==> src/rtl/debounce_pkg.sv <==
// Shared definitions for the input debounce front end: FSM state encodings
// and the parameter legality test used at elaboration.
package debounce_pkg;

    typedef enum logic [1:0] {
        ST_LOW_STABLE  = 2'd0,
        ST_QUAL_HIGH   = 2'd1,
        ST_HIGH_STABLE = 2'd2,
        ST_QUAL_LOW    = 2'd3
    } state_t;

    function automatic bit params_legal(input int sync_stages, input int debounce_cycles);
        return (sync_stages >= 2) && (debounce_cycles >= 1);
    endfunction

endpackage

==> src/rtl/sync_ff.sv <==
// Multi-flop synchroniser for a single asynchronous bit; all stages clear to 0 on reset.
module sync_ff #(
    parameter int STAGES = 2
) (
    input  logic clk,
    input  logic reset,
    input  logic d,
    output logic q
);

    logic [STAGES-1:0] sync_reg;

    always_ff @(posedge clk or posedge reset) begin
        if (reset) begin
            sync_reg <= '0;
        end else begin
            sync_reg <= {sync_reg[STAGES-2:0], d};
        end
    end

    assign q = sync_reg[STAGES-1];

endmodule

==> src/rtl/input_debounce.sv <==
// Synchronises a raw asynchronous input, qualifies each new level over
// DEBOUNCE_CYCLES consecutive samples and emits registered level/edge pulses.
module input_debounce
    import debounce_pkg::*;
#(
    parameter int SYNC_STAGES     = 2,
    parameter int DEBOUNCE_CYCLES = 16
) (
    input  logic clk,
    input  logic reset,
    input  logic raw_i,
    output logic level_o,
    output logic rise_o,
    output logic fall_o,
    output logic busy_o
);

    localparam int CNT_W = $clog2(DEBOUNCE_CYCLES + 1);
    localparam logic [CNT_W:0] CNT_LAST = (CNT_W + 1)'(DEBOUNCE_CYCLES);

    generate
        if (!params_legal(SYNC_STAGES, DEBOUNCE_CYCLES)) begin : g_param_check
            $error("input_debounce: SYNC_STAGES must be >= 2 and DEBOUNCE_CYCLES >= 1");
        end
    endgenerate

    logic             sync_s;
    state_t           state_reg, state_next;
    logic [CNT_W-1:0] cnt_reg, cnt_next;
    logic             level_reg, rise_reg, fall_reg, busy_reg;
    logic             level_next, rise_next, fall_next, busy_next;
    logic             qual_done;

    sync_ff #(
        .STAGES (SYNC_STAGES)
    ) u_sync (
        .clk   (clk),
        .reset (reset),
        .d     (raw_i),
        .q     (sync_s)
    );

    always_ff @(posedge clk or posedge reset) begin
        if (reset) begin
            state_reg <= ST_LOW_STABLE;
            cnt_reg   <= '0;
            level_reg <= 1'b0;
            rise_reg  <= 1'b0;
            fall_reg  <= 1'b0;
            busy_reg  <= 1'b0;
        end else begin
            state_reg <= state_next;
            cnt_reg   <= cnt_next;
            level_reg <= level_next;
            rise_reg  <= rise_next;
            fall_reg  <= fall_next;
            busy_reg  <= busy_next;
        end
    end

    // The sample being accepted now is the last one needed when cnt+1 reaches the target.
    assign qual_done = (({1'b0, cnt_reg} + (CNT_W + 1)'(1)) == CNT_LAST);

    always_comb begin
        state_next = state_reg;
        cnt_next   = cnt_reg;
        unique case (state_reg)
            ST_LOW_STABLE: begin
                if (sync_s) begin
                    if (DEBOUNCE_CYCLES == 1) begin
                        state_next = ST_HIGH_STABLE;
                        cnt_next   = '0;
                    end else begin
                        state_next = ST_QUAL_HIGH;
                        cnt_next   = CNT_W'(1);
                    end
                end
            end
            ST_QUAL_HIGH: begin
                if (!sync_s) begin
                    state_next = ST_LOW_STABLE;
                    cnt_next   = '0;
                end else if (qual_done) begin
                    state_next = ST_HIGH_STABLE;
                    cnt_next   = '0;
                end else begin
                    cnt_next = cnt_reg + CNT_W'(1);
                end
            end
            ST_HIGH_STABLE: begin
                if (!sync_s) begin
                    if (DEBOUNCE_CYCLES == 1) begin
                        state_next = ST_LOW_STABLE;
                        cnt_next   = '0;
                    end else begin
                        state_next = ST_QUAL_LOW;
                        cnt_next   = CNT_W'(1);
                    end
                end
            end
            ST_QUAL_LOW: begin
                if (sync_s) begin
                    state_next = ST_HIGH_STABLE;
                    cnt_next   = '0;
                end else if (qual_done) begin
                    state_next = ST_LOW_STABLE;
                    cnt_next   = '0;
                end else begin
                    cnt_next = cnt_reg + CNT_W'(1);
                end
            end
            default: begin
                state_next = ST_LOW_STABLE;
                cnt_next   = '0;
            end
        endcase
    end

    // Outputs are decoded from the next state so the registered values line up with it.
    always_comb begin
        level_next = (state_next == ST_HIGH_STABLE) || (state_next == ST_QUAL_LOW);
        busy_next  = (state_next == ST_QUAL_HIGH) || (state_next == ST_QUAL_LOW);
        rise_next  = ((state_reg == ST_LOW_STABLE) || (state_reg == ST_QUAL_HIGH))
                     && (state_next == ST_HIGH_STABLE);
        fall_next  = ((state_reg == ST_HIGH_STABLE) || (state_reg == ST_QUAL_LOW))
                     && (state_next == ST_LOW_STABLE);
    end

    assign level_o = level_reg;
    assign rise_o  = rise_reg;
    assign fall_o  = fall_reg;
    assign busy_o  = busy_reg;

endmodule

==> config.mk <==
export PLATFORM = sky130hd
export DESIGN_NAME = input_debounce
export DESIGN_NICKNAME = d
export VERILOG_FILES = /design/src/rtl/debounce_pkg.sv /design/src/rtl/sync_ff.sv /design/src/rtl/input_debounce.sv
export SDC_FILE = /design/constraint.sdc
export NUM_CORES = 1
export LEC_CHECK = 0
export CELL_PAD_IN_SITES_DETAIL_PLACEMENT = 1
export CELL_PAD_IN_SITES_GLOBAL_PLACEMENT = 2
export CORE_MARGIN = 1.5
export CORE_UTILIZATION = 30
export CTS_CLUSTER_SIZE = 20
export DETAILED_ROUTE_END_ITERATION = 6
export PLACE_DENSITY_LB_ADDON = 0.25
export RECOVER_POWER = 25
export SYNTH_ARGS = -nofsm -noshare
export SYNTH_HDL_FRONTEND = slang
export SYNTH_SLANG_ARGS = --single-unit
==> constraint.sdc <==
create_clock -name clk -period 1.5 [get_ports clk]
set_input_delay 0.15 -clock clk [delete_from_list [all_inputs] [get_ports clk]]
set_output_delay 0.15 -clock clk [all_outputs]
set_load 0.01 [all_outputs]
==> flow_summary.yaml, run 1 <==
floorplanning:
  pin_count: 7
  fp.dieW_um: 45.6
  dieArea_um2: 2080
  fp.dieH_um: 45.6
  start_util: 0.319
  num_rows: 15
  core-area_um2: 1710
final_layout:
  nets: 61
  layout-drive-gt1-share: 0.218
  area_delta_synth_final_pct: 23.6
  diodes: 0
  largest_register_ffs: 5
synthesis:
  synth_top_area_cell: "dfrtp_1"
  syn-num-nets: 49
  ys_types: 23
  synth_most_common_cell: "dfrtp_1"
  syn_area_um2: 546
  yosysTopAreaCellShare: 0.550
  synth_common_cells: "12 x dfrtp_1, 3 x nand2_1, 3 x nand3_1, 3 x nor2_1"
  synth-edff-count: 0
  syn_avg_cell_area_um2: 12.1
  ys_async_sr_fraction: 1.00
  yosys_warnings: 0
  synth_flop_cell: "dfrtp_1"
  yosys-top-cells-area: "dfrtp_1 55%, mux2_1 4.1%, nand4_4 3.9%"
  syn_inst: 45
  ys_ff_latch: 12
  synth-seq-area-share: 0.550
timing:
  setup_viol: 0
  drv_slew: 0
  setup_ws_ns: 0.0381
  timing.hold.ws_ns: 0.341
  finalHoldViolCount: 0
  tns_ns: 0
  grt_setup_unrepaired: "no"
  tightest_slew_ns: 0.471
  period_share: 0.975
  max_freq_mhz: 684
  clock_skew_ns: 0.00425
  relSlewSlack: 0.685
  fin_crit_ns: 1.46
cts:
  clock_latency_ns: 0.26
  htree_num_levels: 1
  numClockSinks: 12
  cts.clk_slew.worst_paths_ns: 0.07
  root_buffer: "clkbuf_4"
  clock_path_buffers: 2
  cts_tree: "yes"
  cts_buffers: 3
  hold_buffers: 0
placement:
  port_buffers: 6
  post-dp-hpwl_um: 908
  dp_slack_ns: 0.0418
  gp_congestion: 0.779
power_and_ir_drop:
  pwr-share-comb: 0.098
  p_clk_frac: 0.313
  p_sw_w: 0.000149
  p_leak_nw: 0.318
  intPower_w: 0.000457
  power.density_nw_per_um2: 899
  ir_drop_mv: 0.515
  seqPwrFrac: 0.588
  swShare: 0.246
routing:
  routed-via-count: 386
  firstDrtPassIters: 1
  route.detailed.drc: 0
  routed_via_density: 4.83
  drtIter0Drc: 0
  avgRoutedWirePerCell_um: 14.7
  drt_wl_total_um: 1180
  ant_nets: 0
run_status:
  status: "complete, no violations"
job:
  maxCapViolCount: 0
worst_setup_path:
  crit_type: "flop to flop"
  worstSetupEndpointType: "flop"
  cp.required_ns: 1.65
  crit_path_max_fanout: 5
  arrival_ns: 1.61
  worstSetupStartpointType: "flop"
global_route:
  antenna_found_initial: 0
  grt_usage: 0.148
  grt-ovfl-total: 0
  grt_max_degree: 13
  grt_pass1_wl_um: 2110
  grt_pass1_vias: 447
min_path:
  hold_path.class: "primary input to async pin"
==> repair_timing <==
item | in CTS | in global routing
setup endpoints to repair | 0 | 5
setup buffers | 0 | 1
gates resized for setup | 0 | 4
==> cell usage in the layout, fill, tap and decap left out, types with 2 or more instances in the layout <==
master           instances
nor3b_1                  2
inv_1                    2
dlygate4sd3_1            2
buf_4                    2
mux2_4                   2
and2b_1                  2
dfrtp_2                  2
nand3_1                  3
a21oi_1                  2
clkdlybuf4s50_1          4
clkbuf_4                 3
and2_2                   2
nor2_1                   3
dfrtp_1                 10
nand2_1                  3
==> per-layer routing <==
metal | vias up | share of wire | track usage
li1 | 180 | - | -
met1 | 200 | 0.43 | 0.174
met2 | 4 | 0.54 | 0.245
met3 | 2 | 0.021 | 0.0357
met4 | 0 | 0.0034 | 0.0824
met5 | - | 0 | 0
==> metrics by stage <==
stage	util	std cells	total power (W)	instance area, um^2
global route	0.395	80	0.000644	674
global placement	0.373	76	0.000416	637
finish	0.395	80	0.000606	674
CTS	0.386	79	0.000616	659
floorplan	-	45	0.000395	546
detailed placement	0.373	76	0.000422	637
==> worst max-delay path, stage by stage (launching register included) <==
cell,delay (ns)
dfrtp_1,0.42
and2b_1,0.19
mux2_4,0.29
nand4_4,0.12
mux2_1,0.32
==> power groups by stage <==
stage	registers, W	logic (W)	clock network [W]
after global placement	0.000359	0.0000568	0
after CTS	0.000355	0.0000614	0.000199
after global routing	0.000360	0.0000671	0.000217
after detailed placement	0.000361	0.0000607	0
after floorplan	0.000356	0.0000388	0
final	0.000357	0.0000597	0.000190
==> area by class of cell <==
type,instances,area [um^2]
fillers,196,1030
inverters,2,7.51
flip-flops and latches,12,303
well taps,25,31.3
multi-input cells,30,235
clock buffers,3,22.5
repair buffers,8,75.1
==> path summary, 6_finish.rpt <==
| check | from | endpoint | slack (ns) | cells past startpoint |
|---|---|---|---|---|
| setup / recovery | cnt_reg[3] | state_reg[1] | 0.04 | 4 |
| hold / removal | reset | cnt_reg[3] | 0.34 | 2 |
| setup reg to reg | cnt_reg[3] | state_reg[1] | 0.04 | 4 |
| hold reg to reg | u_sync.sync_reg[0] | u_sync.sync_reg[1] | 0.36 | 0 |
| max in group asynchronous | reset | busy_o | 0.81 | 2 |
| min in group clk | u_sync.sync_reg[0] | u_sync.sync_reg[1] | 0.36 | 0 |
==> cell families after synthesis <==
| kind of cell | after synthesis | share of synthesized area |
|---|---|---|
| adder cells (fa/ha/maj) | 1 | 0.0229 |
| flip-flops | 12 | 0.550 |
| XOR/XNOR | 1 | 0.0161 |
| buffers and inverters | 3 | 0.0275 |
| multiplexers | 4 | 0.0871 |
| AND/OR/NAND/NOR | 17 | 0.200 |
| AO/OA/AOI/OAI | 7 | 0.0963 |
(Power assumes the default switching activity.)
==> run 2, diff against run 1 <==
--- a/config.mk
+++ b/config.mk
@@ -8,7 +8,7 @@
 export CELL_PAD_IN_SITES_DETAIL_PLACEMENT = 1
 export CELL_PAD_IN_SITES_GLOBAL_PLACEMENT = 2
 export CORE_MARGIN = 1.5
-export CORE_UTILIZATION = 30
+export CORE_UTILIZATION = 33
 export CTS_CLUSTER_SIZE = 20
 export DETAILED_ROUTE_END_ITERATION = 6
 export PLACE_DENSITY_LB_ADDON = 0.25
==> constraint.sdc (replaced) <==
create_clock -name clk -period 1.6 [get_ports clk]
set_input_delay 0.16 -clock clk [delete_from_list [all_inputs] [get_ports clk]]
set_output_delay 0.16 -clock clk [all_outputs]
set_load 0.01 [all_outputs]
==> run 2 against run 1 <==
Net effect: setup slack gained 0.090 ns; final cell count shrank 14%; non-clock buffer count shrank 2; cell area down 5.0%; largest power group unchanged.
==> flow_summary.yaml, run 2 (synthesis gave the netlist of run 1 again) <==
power_and_ir_drop:
  p_leak_nw: 0.306
  power.total_w: 0.000553
  power.density_nw_per_um2: 863
  ir_drop_mv: 0.451
global_route:
  grt_pass1_wl_um: 1770
  grt-ovfl-total: 0
  grt_usage: 0.129
  grt_max_degree: 13
  antenna_found_initial: 0
  grt_pass1_vias: 398
placement:
  dp_slack_ns: 0.143
  placed_cell_area_um2: 618
  port_buffers: 6
  gp_congestion: 0.809
  post-dp-hpwl_um: 724
worst_setup_path:
  worstSetupStartpointType: "flop"
  critPathTopFamily: "multiplexers"
  critPathMaxStageDelay_ns: 0.42
  path_cells: "nand2_1 > mux2_4 > nand4_4 > mux2_1"
  worstSetupEndpointType: "flop"
  path_buf_inv: 0
  crit_type: "flop to flop"
  cp_slowest_cell: "dfrtp_1"
  cp.required_ns: 1.74
  arrival_ns: 1.61
  crit_path_max_fanout: 5
floorplanning:
  start_util: 0.358
  fp.dieW_um: 43.7
  dieArea_um2: 1910
  core-area_um2: 1520
  pin_count: 7
  fp.dieH_um: 43.7
  num_rows: 14
final_layout:
  final_area_um2: 641
  layout-drive-gt1-share: 0.113
  nets: 59
  fill_cells: 174
  area_delta_synth_final_pct: 17.4
  layout_common_cells: "12 x dfrtp_1, 4 x clkdlybuf4s50_1"
  final_common_cell: "dfrtp_1"
  largest_register_ffs: 5
  diodes: 0
  post-route-util: 0.420
routing:
  wl_met2_um: 459
  route.detailed.drc: 0
  routed_via_density: 5.30
  ant_nets: 0
  routed-via-count: 366
  firstDrtPassIters: 2
  avgRoutedWirePerCell_um: 14.1
  drtIter0Drc: 9
  drt_wl_total_um: 971
  met3_length_um: 44
  wl_met1_um: 467
  highest_layer: "met3"
timing:
  relSlewSlack: 0.703
  tightest_slew_ns: 0.445
  tns_ns: 0
  clock_skew_ns: 0.000516
  max_freq_mhz: 679
  drv_slew: 0
  finalHoldViolCount: 0
  setup_viol: 0
  period_share: 0.920
  grt_setup_unrepaired: "no"
  setup_ws_ns: 0.128
  fin_crit_ns: 1.47
cts:
  numClockSinks: 12
  cts_tree: "yes"
  cts.clk_slew.worst_paths_ns: 0.07
  clock_path_buffers: 2
  hold_buffers: 0
  htree_num_levels: 1
  cts_setup_buffers: 0
  cts_resized: 0
  clock_latency_ns: 0.26
  cts_buffers: 3
  root_buffer: "clkbuf_4"
min_path:
  hold_path.class: "primary input to async pin"
run_status:
  status: "complete, no violations"
job:
  maxCapViolCount: 0
## run 2: power breakdown
part / total [W] / internal, W / switching, W
combinational: 0.0000489 / 0.0000215 / 0.0000273
clock: 0.000173 / 0.0000868 / 0.0000859
sequential: 0.000331 / 0.000315 / 0.0000159
total: 0.000553 / 0.000424 / 0.000129
## run 2: worst reg2reg max path, cell delays in order (launching register included)
cell and delay, ns:
dfrtp_1 0.42, nand2_1 0.15, mux2_4 0.33, nand4_4 0.12, mux2_1 0.33
## run 2: metrics by stage
stage | hold WS, ns | cells
2_1_floorplan | 0.0247 | 45
3_3_place_gp | 0.335 | 66
3_5_place_dp | 0.348 | 66
4_1_cts | 0.223 | 69
5_1_grt | 0.375 | 69
6_report | 0.342 | 69
## run 2: final timing paths
kind / startpoint / end / slack (ns) / depth (start not counted)
min in group clk: u_sync.sync_reg[0] / u_sync.sync_reg[1] / 0.36 / 0
setup / recovery: cnt_reg[0] / state_reg[1] / 0.13 / 4
hold reg to reg: u_sync.sync_reg[0] / u_sync.sync_reg[1] / 0.36 / 0
hold / removal: reset / fall_o / 0.34 / 2
setup reg to reg: cnt_reg[0] / state_reg[1] / 0.13 / 4
max in group asynchronous: reset / cnt_reg[1] / 0.95 / 2
## run 2: per-layer routing
metal,GRT usage,vias up
met3,0.0458,0
met5,0,-
met4,0.0545,0
met1,0.168,181
li1,-,178
met2,0.194,7
## run 2: final cells by class
type	instances	area [um^2]	share of cell area
inverters	2	7.51	0.0117
repair buffers	6	60.1	0.0938
clock buffers	3	22.5	0.0352
multi-input cells	30	230	0.359
flip-flops and latches	12	300	0.469
well taps	16	20.0	0.0313
